### src/rtl/ram_loader_if.sv
// Link-side byte handshakes and RAM maintenance port of the RAM loader.
interface ram_loader_if #(
  parameter int unsigned XLEN = 32
);

  // Byte stream from the link receiver
  logic [7:0]      rx_data_i;
  logic            rx_valid_i;
  logic            rx_ready_o;

  // Response bytes to the link transmitter
  logic [7:0]      tx_data_o;
  logic            tx_valid_o;
  logic            tx_ready_i;

  // Byte-wide maintenance port of IRAM/DRAM
  logic            ram_rw_sel_o;
  logic [XLEN-1:0] ram_rw_addr_o;
  logic [7:0]      ram_wr_data_o;
  logic [3:0]      ram_wr_byte_en_o;
  logic [7:0]      ram_rd_data_i;

  // Hold request to the core
  logic            busy_o;

  // Controller side
  modport master (
    input  rx_data_i, rx_valid_i, tx_ready_i, ram_rd_data_i,
    output rx_ready_o, tx_data_o, tx_valid_o,
    output ram_rw_sel_o, ram_rw_addr_o, ram_wr_data_o, ram_wr_byte_en_o,
    output busy_o
  );

  // Link and RAM side
  modport slave (
    output rx_data_i, rx_valid_i, tx_ready_i, ram_rd_data_i,
    input  rx_ready_o, tx_data_o, tx_valid_o,
    input  ram_rw_sel_o, ram_rw_addr_o, ram_wr_data_o, ram_wr_byte_en_o,
    input  busy_o
  );

endinterface

### src/rtl/ram_loader.sv
// Host-side RAM access controller: parses CMD/ADDR/LEN frames from a byte
// link and sequences byte writes (download) or byte reads (dump) on the
// IRAM/DRAM maintenance port while holding the core off via busy_o.
module ram_loader #(
  parameter int unsigned XLEN = 32
) (
  input  logic        clk_i,
  input  logic        rst_n_i,
  ram_loader_if.master bus
);

  localparam logic [7:0] CMD_WR  = 8'h57;
  localparam logic [7:0] CMD_RD  = 8'h52;
  localparam logic [7:0] RSP_ACK = 8'hA5;
  localparam logic [7:0] RSP_ERR = 8'hEE;

  localparam logic [7:0] REGION_IRAM = 8'h00;
  localparam logic [7:0] REGION_DRAM = 8'h10;

  typedef enum logic [3:0] {
    ST_IDLE,
    ST_ADDR,
    ST_LEN,
    ST_WR_DATA,
    ST_ACK,
    ST_ERR,
    ST_RD_ADDR,
    ST_RD_WAIT,
    ST_RD_SEND
  } state_t;

  state_t          state_q;
  logic [1:0]      cnt_q;
  logic            is_wr_q;
  logic [XLEN-1:0] addr_q;
  logic [15:0]     rem_q;

  logic            rx_fire_c;
  logic            tx_fire_c;
  logic [15:0]     len_c;

  // IRAM is word-organised (lane follows addr[1:0]); DRAM takes every byte
  // on lane 0; anything else is outside the RAM and the write is dropped.
  function automatic logic [3:0] lane_strobe(input logic [XLEN-1:0] a);
    logic [3:0] s;
    s = 4'b0000;
    case (a[31:24])
      REGION_IRAM: s = 4'b0001 << a[1:0];
      REGION_DRAM: s = 4'b0001;
      default:     s = 4'b0000;
    endcase
    return s;
  endfunction

  // Handshake qualifiers and the full LEN value once its high byte arrives
  assign rx_fire_c = bus.rx_valid_i && bus.rx_ready_o;
  assign tx_fire_c = bus.tx_valid_o && bus.tx_ready_i;
  assign len_c     = {bus.rx_data_i, rem_q[7:0]};

  // The core is held off exactly while the maintenance port owns the RAM
  assign bus.busy_o = bus.ram_rw_sel_o;

  // Frame parser, write/read sequencer and all registered outputs
  always_ff @(posedge clk_i or negedge rst_n_i) begin
    if (!rst_n_i) begin
      state_q              <= ST_IDLE;
      cnt_q                <= 2'd0;
      is_wr_q              <= 1'b0;
      addr_q               <= '0;
      rem_q                <= 16'd0;
      bus.rx_ready_o       <= 1'b0;
      bus.tx_data_o        <= 8'h00;
      bus.tx_valid_o       <= 1'b0;
      bus.ram_rw_sel_o     <= 1'b0;
      bus.ram_rw_addr_o    <= '0;
      bus.ram_wr_data_o    <= 8'h00;
      bus.ram_wr_byte_en_o <= 4'b0000;
    end else begin
      // Write strobe is a single-cycle pulse
      bus.ram_wr_byte_en_o <= 4'b0000;

      unique case (state_q)
        ST_IDLE: begin
          bus.rx_ready_o <= 1'b1;
          if (rx_fire_c) begin
            cnt_q <= 2'd0;
            if (bus.rx_data_i == CMD_WR || bus.rx_data_i == CMD_RD) begin
              is_wr_q          <= (bus.rx_data_i == CMD_WR);
              bus.ram_rw_sel_o <= 1'b1;
              state_q          <= ST_ADDR;
            end else begin
              bus.rx_ready_o <= 1'b0;
              bus.tx_data_o  <= RSP_ERR;
              bus.tx_valid_o <= 1'b1;
              state_q        <= ST_ERR;
            end
          end
        end

        // Four address bytes, least significant first
        ST_ADDR: begin
          if (rx_fire_c) begin
            addr_q[{cnt_q, 3'b000} +: 8] <= bus.rx_data_i;
            if (cnt_q == 2'd3) begin
              cnt_q   <= 2'd0;
              state_q <= ST_LEN;
            end else begin
              cnt_q <= cnt_q + 2'd1;
            end
          end
        end

        // Two length bytes, least significant first; dispatch on the second
        ST_LEN: begin
          if (rx_fire_c) begin
            if (cnt_q == 2'd0) begin
              rem_q[7:0] <= bus.rx_data_i;
              cnt_q      <= 2'd1;
            end else begin
              rem_q[15:8] <= bus.rx_data_i;
              cnt_q       <= 2'd0;
              if (is_wr_q) begin
                if (len_c == 16'd0) begin
                  bus.rx_ready_o <= 1'b0;
                  bus.tx_data_o  <= RSP_ACK;
                  bus.tx_valid_o <= 1'b1;
                  state_q        <= ST_ACK;
                end else begin
                  state_q <= ST_WR_DATA;
                end
              end else begin
                if (len_c == 16'd0) begin
                  bus.ram_rw_sel_o <= 1'b0;
                  state_q          <= ST_IDLE;
                end else begin
                  bus.rx_ready_o    <= 1'b0;
                  bus.ram_rw_addr_o <= addr_q;
                  state_q           <= ST_RD_ADDR;
                end
              end
            end
          end
        end

        // One RAM write per accepted data byte, then ACK after the last one
        ST_WR_DATA: begin
          if (rx_fire_c) begin
            bus.ram_wr_data_o    <= bus.rx_data_i;
            bus.ram_rw_addr_o    <= addr_q;
            bus.ram_wr_byte_en_o <= lane_strobe(addr_q);
            addr_q               <= addr_q + XLEN'(1);
            rem_q                <= rem_q - 16'd1;
            if (rem_q == 16'd1) begin
              bus.rx_ready_o <= 1'b0;
              bus.tx_data_o  <= RSP_ACK;
              bus.tx_valid_o <= 1'b1;
              state_q        <= ST_ACK;
            end
          end
        end

        // Single response byte; ACK also releases the RAM
        ST_ACK, ST_ERR: begin
          if (tx_fire_c) begin
            bus.tx_valid_o   <= 1'b0;
            bus.ram_rw_sel_o <= 1'b0;
            bus.rx_ready_o   <= 1'b1;
            state_q          <= ST_IDLE;
          end
        end

        // Address is on the port this cycle; RAM answers next cycle
        ST_RD_ADDR: begin
          state_q <= ST_RD_WAIT;
        end

        // Capture the read byte into the transmit register
        ST_RD_WAIT: begin
          bus.tx_data_o  <= bus.ram_rd_data_i;
          bus.tx_valid_o <= 1'b1;
          state_q        <= ST_RD_SEND;
        end

        // Hold the byte until the transmitter takes it, then advance
        ST_RD_SEND: begin
          if (tx_fire_c) begin
            bus.tx_valid_o <= 1'b0;
            addr_q         <= addr_q + XLEN'(1);
            rem_q          <= rem_q - 16'd1;
            if (rem_q == 16'd1) begin
              bus.ram_rw_sel_o <= 1'b0;
              bus.rx_ready_o   <= 1'b1;
              state_q          <= ST_IDLE;
            end else begin
              bus.ram_rw_addr_o <= addr_q + XLEN'(1);
              state_q           <= ST_RD_ADDR;
            end
          end
        end

        default: begin
          bus.rx_ready_o   <= 1'b0;
          bus.tx_valid_o   <= 1'b0;
          bus.ram_rw_sel_o <= 1'b0;
          state_q          <= ST_IDLE;
        end
      endcase
    end
  end

endmodule

### src/flat_wrapper.sv
// flat-port wrapper written by rule: the top's interface ports become plain ports
module ram_loader_flat 
#(
  parameter int unsigned XLEN = 32
)
  (clk_i, rst_n_i, bus_rx_data_i, bus_rx_valid_i, bus_tx_ready_i, bus_ram_rd_data_i, bus_rx_ready_o, bus_tx_data_o, bus_tx_valid_o, bus_ram_rw_sel_o, bus_ram_rw_addr_o, bus_ram_wr_data_o, bus_ram_wr_byte_en_o, bus_busy_o);
  ram_loader_if #(.XLEN(XLEN)) bus_i ();
  input  logic clk_i;
  input  logic rst_n_i;
  input wire logic [$bits(bus_i.rx_data_i)-1:0] bus_rx_data_i;
  input wire logic [$bits(bus_i.rx_valid_i)-1:0] bus_rx_valid_i;
  input wire logic [$bits(bus_i.tx_ready_i)-1:0] bus_tx_ready_i;
  input wire logic [$bits(bus_i.ram_rd_data_i)-1:0] bus_ram_rd_data_i;
  output wire logic [$bits(bus_i.rx_ready_o)-1:0] bus_rx_ready_o;
  output wire logic [$bits(bus_i.tx_data_o)-1:0] bus_tx_data_o;
  output wire logic [$bits(bus_i.tx_valid_o)-1:0] bus_tx_valid_o;
  output wire logic [$bits(bus_i.ram_rw_sel_o)-1:0] bus_ram_rw_sel_o;
  output wire logic [$bits(bus_i.ram_rw_addr_o)-1:0] bus_ram_rw_addr_o;
  output wire logic [$bits(bus_i.ram_wr_data_o)-1:0] bus_ram_wr_data_o;
  output wire logic [$bits(bus_i.ram_wr_byte_en_o)-1:0] bus_ram_wr_byte_en_o;
  output wire logic [$bits(bus_i.busy_o)-1:0] bus_busy_o;
  assign bus_i.rx_data_i = bus_rx_data_i;
  assign bus_i.rx_valid_i = bus_rx_valid_i;
  assign bus_i.tx_ready_i = bus_tx_ready_i;
  assign bus_i.ram_rd_data_i = bus_ram_rd_data_i;
  assign bus_rx_ready_o = bus_i.rx_ready_o;
  assign bus_tx_data_o = bus_i.tx_data_o;
  assign bus_tx_valid_o = bus_i.tx_valid_o;
  assign bus_ram_rw_sel_o = bus_i.ram_rw_sel_o;
  assign bus_ram_rw_addr_o = bus_i.ram_rw_addr_o;
  assign bus_ram_wr_data_o = bus_i.ram_wr_data_o;
  assign bus_ram_wr_byte_en_o = bus_i.ram_wr_byte_en_o;
  assign bus_busy_o = bus_i.busy_o;
  ram_loader #(.XLEN(XLEN)) u_core (.clk_i(clk_i), .rst_n_i(rst_n_i), .bus(bus_i));
endmodule
### config.mk
export PLATFORM = sky130hd
export DESIGN_NAME = ram_loader_flat
export DESIGN_NICKNAME = d
export VERILOG_FILES = /design/src/rtl/ram_loader_if.sv /design/src/rtl/ram_loader.sv /design/src/flat_wrapper.sv
export SDC_FILE = /design/constraint.sdc
export NUM_CORES = 1
export LEC_CHECK = 0
export BUFFER_PORTS_ARGS = -buffer_cell sky130_fd_sc_hd__buf_2
export CAP_MARGIN = 5
export CORE_UTILIZATION = 57
export CTS_CLUSTER_SIZE = 8
export DETAILED_ROUTE_END_ITERATION = 8
export PLACE_DENSITY = 0.89
export RECOVER_POWER = 25
export SLEW_MARGIN = 20
export SYNTH_ARGS = -nofsm -noshare
export SYNTH_HDL_FRONTEND = slang
export SYNTH_SLANG_ARGS = --single-unit
### constraint.sdc
create_clock -name clk_i -period 3 [get_ports clk_i]
set_input_delay 0.6 -clock clk_i [delete_from_list [all_inputs] [get_ports clk_i]]
set_output_delay 0.6 -clock clk_i [all_outputs]
set_load 0.01 [all_outputs]
# [Word-level counts from Yosys, hierarchy flattened]
# Index checks and enable logic that the tools add are counted.
[op_classes] addsub=4 n_eq_ne=34 shifts=3 mux=81 bitwise=3 reduce_logical=28
[op_table] cell="32-bit two-way mux" n=10
[op_table] cell="32-bit one-hot mux with 3 select lines" n=2
[op_table] cell="8-bit two-way mux" n=10
[op_table] cell="16-bit two-way mux" n=3
[op_table] cell="4-bit two-way mux" n=12
[op_table] cell="16-bit one-hot mux with 3 select lines" n=1
[op_table] cell="32-bit by 1-bit adder with 32-bit output, second input constant" n=1
[op_table] cell="32-bit bitwise mux" n=1
[op_table] cell="4-bit one-hot mux with 8 select lines" n=1
[op_table] cell="8-bit one-hot mux with 4 select lines" n=1
[op_table] cell="8-bit by 7-bit variable shift with 32-bit output, first input constant" n=1
[op_table] cell="8-bit by 7-bit variable part select with 32-bit output" n=1
[op_table] cell="10-bit AND reduction" n=3
[op_table] cell="2-bit by 1-bit inequality test with 1-bit output, second input constant" n=14
[op_table] cell="1-bit two-way mux" n=27
[op_table] cell="9-bit AND reduction" n=2
[op_table] cell="16-bit by 1-bit == test with 1-bit output, second input constant" n=1
[op_table] cell="4-bit by 3-bit == test with 1-bit output, second input constant" n=4
[op_table] cell="8-bit by 7-bit == test with 1-bit output, second input constant" n=2
[op_table] cell="16-bit zero test" n=1
[op_table] cell="16-bit by 1-bit subtractor with 16-bit output, second input constant" n=1
[op_table] cell="3-bit two-way mux" n=4
[op_table] cell="1-bit one-hot mux with 6 select lines" n=2
[op_table] cell="2-bit inequality test, second input constant" n=5
[op_table] cell="30 further kinds" n=43
[word_totals] register_bits=110 input_bits=20 out_inout_bits=56 word_cells=166

# [Depth between registers and ports, before layout]
[depth] ltp_word=6 depth_mapped=10 ltp_nobuf=9

# [Worst setup path after synthesis]
# No wires, ideal clock.
[synth_timing] path_kind="input to register" from="input bus_rx_data_i[2]" to="register u_core.bus.tx_data_o[0]" setup_ns=0.125 arrival_time_ns=2.252 required_time_ns=2.875 setup_slack_ns=0.623 cell_stages=7 path_buffers=2 cell_sequence="clkbuf_1 nor4_1 nand4_1 o21a_1 and4b_1 buf_2 mux2_2"
[synth_via] elab_chain_len=4 elab_cells_between_ends=7 cone_classes="eq/ne: 4; reduce/logical: 3"
[synth_rtl] item="start, declared" line_no="flat_wrapper.sv:10" rtl="input wire logic [$bits(bus_i.rx_data_i)-1:0] bus_rx_data_i;"
[synth_rtl] item="8-bit by 7-bit == test with 1-bit output" line_no="ram_loader.sv:87" rtl="if (bus.rx_data_i == CMD_WR || bus.rx_data_i == CMD_RD) begin"
[synth_rtl] item="1-bit logical OR" line_no="ram_loader.sv:87"
[synth_rtl] item="2-bit inequality test (no line)"
[synth_rtl] item="9-bit AND reduction (no line) *"
[synth_rtl] item="end signal, assigned" line_no="ram_loader.sv:179" rtl="bus.tx_data_o <= bus.ram_rd_data_i;"
[synth_rtl] item="end, declared" line_no="ram_loader_if.sv:29" rtl="output rx_ready_o, tx_data_o, tx_valid_o,"
# Every way passes the cells marked *; elsewhere a longest branch is shown, timed or not.
# A chain may end at the register's enable or synchronous reset.

# [Worst setup path after layout]
[layout_timing] from="register u_core.state_q[2]" to="register u_core.bus.ram_rw_addr_o[15]"
[layout_via] elab_chain_len=3 elab_cells_between_ends=13 cone_classes="eq/ne: 10; mux: 1; reduce/logical: 2"
[layout_rtl] item="start, declared" line_no="ram_loader.sv:32" rtl="state_t state_q;"
[layout_rtl] item="start signal, assigned" line_no="ram_loader.sv:66" rtl="state_q <= ST_IDLE;"
[layout_rtl] item="start signal, assigned" line_no="ram_loader.sv:90" rtl="state_q <= ST_ADDR;"
[layout_rtl] item="start signal, assigned" line_no="ram_loader.sv:95" rtl="state_q <= ST_ERR;"
[layout_rtl] item="4-bit == test / 4-bit by 2-bit == test with 1-bit output (equally long branches)" line_no="ram_loader.sv:82" rtl="unique case (state_q)"
[layout_rtl] item="2-bit by 1-bit inequality test with 1-bit output (no line) (tied with other cells)"
[layout_rtl] item="8-bit AND reduction (no line)"
[layout_rtl] item="end signal, assigned" line_no="ram_loader.sv:137" rtl="bus.ram_rw_addr_o <= addr_q;"
[layout_rtl] item="end signal, assigned" line_no="ram_loader.sv:149" rtl="bus.ram_rw_addr_o <= addr_q;"
[layout_rtl] item="end signal, assigned" line_no="ram_loader.sv:195" rtl="bus.ram_rw_addr_o <= addr_q + XLEN'(1);"
[layout_rtl] item="end, declared" line_no="ram_loader_if.sv:30" rtl="output ram_rw_sel_o, ram_rw_addr_o, ram_wr_data_o, ram_wr_byte_en_o,"
# Parallel ways exist; a longest one is shown, timed or not.

==> out/metrics.cfg <==
[power_and_ir_drop]
seq_power_share_pct=37.1
powerDensity_mw_per_mm2=895.6
p_int_uw=4067
sw_frac_of_total_pct=41.28
power.share.combinational_pct=45.8
pwr-share-clk_pct=17.0
p_sw_uw=2859
p_leak_uw=0.003396
ir_drop_v=0.0003860

[finish]
finalNonFillerCells=958
fillCellCount=934
area_growth_pct=11.49
nets=842
diodes=0
drive_gt1_share_pct=21.60
final_area_sq_mm=0.007734
regArea_sq_mm=0.002753
multi_input_area_sq_mm=0.003795

[routing]
num_vias=6165
drc=5
wire_per_inst_um=18.88
drt_iter0_drc=529
vias_per_cell=6.435
ant_nets=0
firstDrtPassIters=7
wirelength_um=18090

[outcome]
status=complete, but fails checks
violations=DRC, capacitance limit, slew limit

[synthesis]
synth_ff_type=dfrtp_1
synth.net_count=784
synth_top_area_cell=dfrtp_1
synth_area_leaders=dfrtp_1, mux2_4, xnor2_1, a21oi_1, o21ai_0
syn_area_sq_mm=0.006937
synth_area_per_cell_sq_um=9.212
synth-seq-cells=110
synth_edf_count=0
synthCells=753
ys_warn_count=0
synth_top_area_share_pct=39.68
yosysSeqAreaShare_pct=39.68
ys_types=73
synthArstFlopShare_pct=100.0

[critical_path]
reg2reg_to=u_core.bus.ram_rw_addr_o[15]
rr_startpoint=u_core.state_q[2]
setup.worst_path.start_class=register
path_max_fanout=32
worstPathArrival_ns=2.93
crit_start=u_core.state_q[2]
worst-r2r-setup-slack_ns=0.31
critPathRequiredTime_ns=3.24
crit_type=register to register
cp-end-kind=register
rr_worst_depth=6

[grt]
grt_use_total_pct=30.39
antenna_found_initial=0
grt_pass1_vias=5926
grt_pass1_wl_um=30270
gr-total-overflow=0
grt_max_degree=65

[place]
post_dp_cell_area_sq_mm=0.007460
hpwl_um=12440
placed_cells=943
gp_congestion=0.9523
io_buffers=75

[sta]
hold_viol=0
holdWs_ns=0.4515
fmax_mhz=371.7
totalNegativeSetupSlack_ns=0
drv_slew=30
finalCritPeriodShare_pct=89.67
rsz0062_at_grt=no
fin_skew_ns=0.007464
setup_violations=0
max_slew_margin_pct=-15.32
post-route-min-period_ns=2.690
worst_pin_slew_ns=1.730

[clock_network]
ctsResizeCount=0
worstSkewPairLatency_ns=0.36
cts_root_buf=clkbuf_16
cts_hold_buf=0
cts.sinks=110
cts_buffers=9
cts.htree.levels=3
max-clock-path-buffers=2
post_cts_buffers=0
cts_tree=built
clkTransAtPathRegs_ns=0.07

[floorplanning]
num_rows=39
ioPinCount=76
start_util_pct=59.73
die_w_um=112.3
core_area_sq_mm=0.01161
dieArea_sq_mm=0.01261
fp.dieH_um=112.3

[worst_hold_path]
holdPathEnd=u_core.bus.tx_data_o[5]
hold_path.class=input pin to register
min_path_cells=2
min_from=bus_ram_rd_data_i[5]

[flow_run]
drv_cap=1

==> stage by stage <==
step | util [%] | power [uW] | setup WS (ns)
3_3_place_gp | 64.23 | 5589 | 0.4061
4_1_cts | 66.76 | 6907 | 0.3267
3_5_place_dp | 64.23 | 5709 | 0.3428
5_1_grt | 66.59 | 7392 | 0.1202
2_1_floorplan | - | 4744 | 0.6232
6_report | 66.59 | 6926 | 0.3099
==> cells in the mapped netlist, drive strengths merged, types with 9 or more instances <==
cell       n
or3       11
xnor2     27
dfrtp    110
and2      11
a21oi     47
o2bb2ai    9
nand3     35
nand4     17
clkbuf    38
o22ai      9
buf       20
mux2      44
o21ai     54
a31oi     12
nor4      21
inv       28
nor2      53
nand2     45
nor3      30
ha        11
a22oi     12
==> flip-flops by register name, indices dropped and copies added, names as in the netlist <==
register,flops
u_core.rem_q,16
u_core.bus.tx_data_o,8
u_core.bus.ram_rw_addr_o,32
u_core.bus.ram_wr_byte_en_o,4
u_core.addr_q,32
u_core.bus.tx_valid_o,1
u_core.state_q,4
u_core.is_wr_q,1
u_core.bus.busy_o,1
u_core.bus.ram_wr_data_o,8
u_core.cnt_q,2
u_core.bus.rx_ready_o,1
==> power by group through the flow <==
stage	Clock, uW	Combinational [uW]	Sequential (uW)
2_1_floorplan	0	2220	2530
3_3_place_gp	0	3050	2540
3_5_place_dp	0	3140	2570
4_1_cts	1200	3160	2550
5_1_grt	1250	3500	2640
6_report	1180	3180	2570
==> cells by family after synthesis <==
logic type	share of synthesized area [%]
AND/OR/NAND/NOR	20.89
AO/OA/AOI/OAI	18.18
flip-flops	39.68
buffers and inverters	5.808
multiplexers	9.289
XOR/XNOR	4.167
adder cells (fa/ha/maj)	1.984
==> worst max path at each step <==
stage	end	slack, ns	cells past startpoint
2_1_floorplan	u_core.bus.tx_data_o[0]	0.62	7
4_1_cts	u_core.bus.ram_rw_addr_o[15]	0.33	6
3_3_place_gp	u_core.bus.ram_rw_addr_o[21]	0.41	6
3_5_place_dp	u_core.bus.ram_rw_addr_o[15]	0.34	6
5_1_grt	u_core.addr_q[18]	0.12	6
6_report	u_core.bus.ram_rw_addr_o[15]	0.31	6
==> layout by cell type (no fill, tap or decap), types with 5 or more instances in the layout <==
cell | Yosys | routed
dfrtp_1 | 110 | 110
buf_2 | 10 | 74
nor2_1 | 51 | 51
o21ai_0 | 47 | 47
a21oi_1 | 47 | 46
nand2_1 | 45 | 45
nand3_1 | 35 | 35
nor3_1 | 29 | 29
mux2_4 | 29 | 29
inv_1 | 28 | 28
xnor2_1 | 27 | 27
buf_4 | 1 | 27
nor4_1 | 20 | 20
nand4_1 | 17 | 17
mux2_2 | 15 | 15
a22oi_1 | 12 | 12
a31oi_1 | 12 | 12
ha_1 | 11 | 11
and2_1 | 10 | 10
or3_1 | 11 | 10
o22ai_1 | 9 | 9
o2bb2ai_1 | 9 | 9
clkbuf_16 | 0 | 9
and4_1 | 7 | 7
and3_1 | 7 | 7
o21ai_1 | 7 | 7
nand2b_1 | 6 | 6
a2bb2oi_1 | 6 | 6
xor2_1 | 6 | 6
nor4b_1 | 5 | 5
o211ai_1 | 5 | 5
o21bai_1 | 5 | 5
==> critical path: stages, from the launching register on <==
cell     delay, ns
dfrtp_1       0.47
or4b_1        0.75
nor2_4        0.21
nor2_2        0.06
or3_2         0.52
buf_12        0.21
mux2_4        0.33
==> final cells by class <==
class,instances,share of cell area [%]
tap,143,2.314
clock inverter,2,0.1780
multi-input combinational,557,49.07
clock buffer,13,3.624
sequential,110,35.59
timing repair buffer,105,7.863
inverter,28,1.359
==> layer usage <==
metal	vias up	global-route usage, %	wire (um)
met5	-	0	0
met4	0	14.04	530
met3	42	3.996	1417
met2	297	48.99	8504
met1	2937	41.05	7633
li1	2889	-	-
Power figures use the tool's default switching activity.
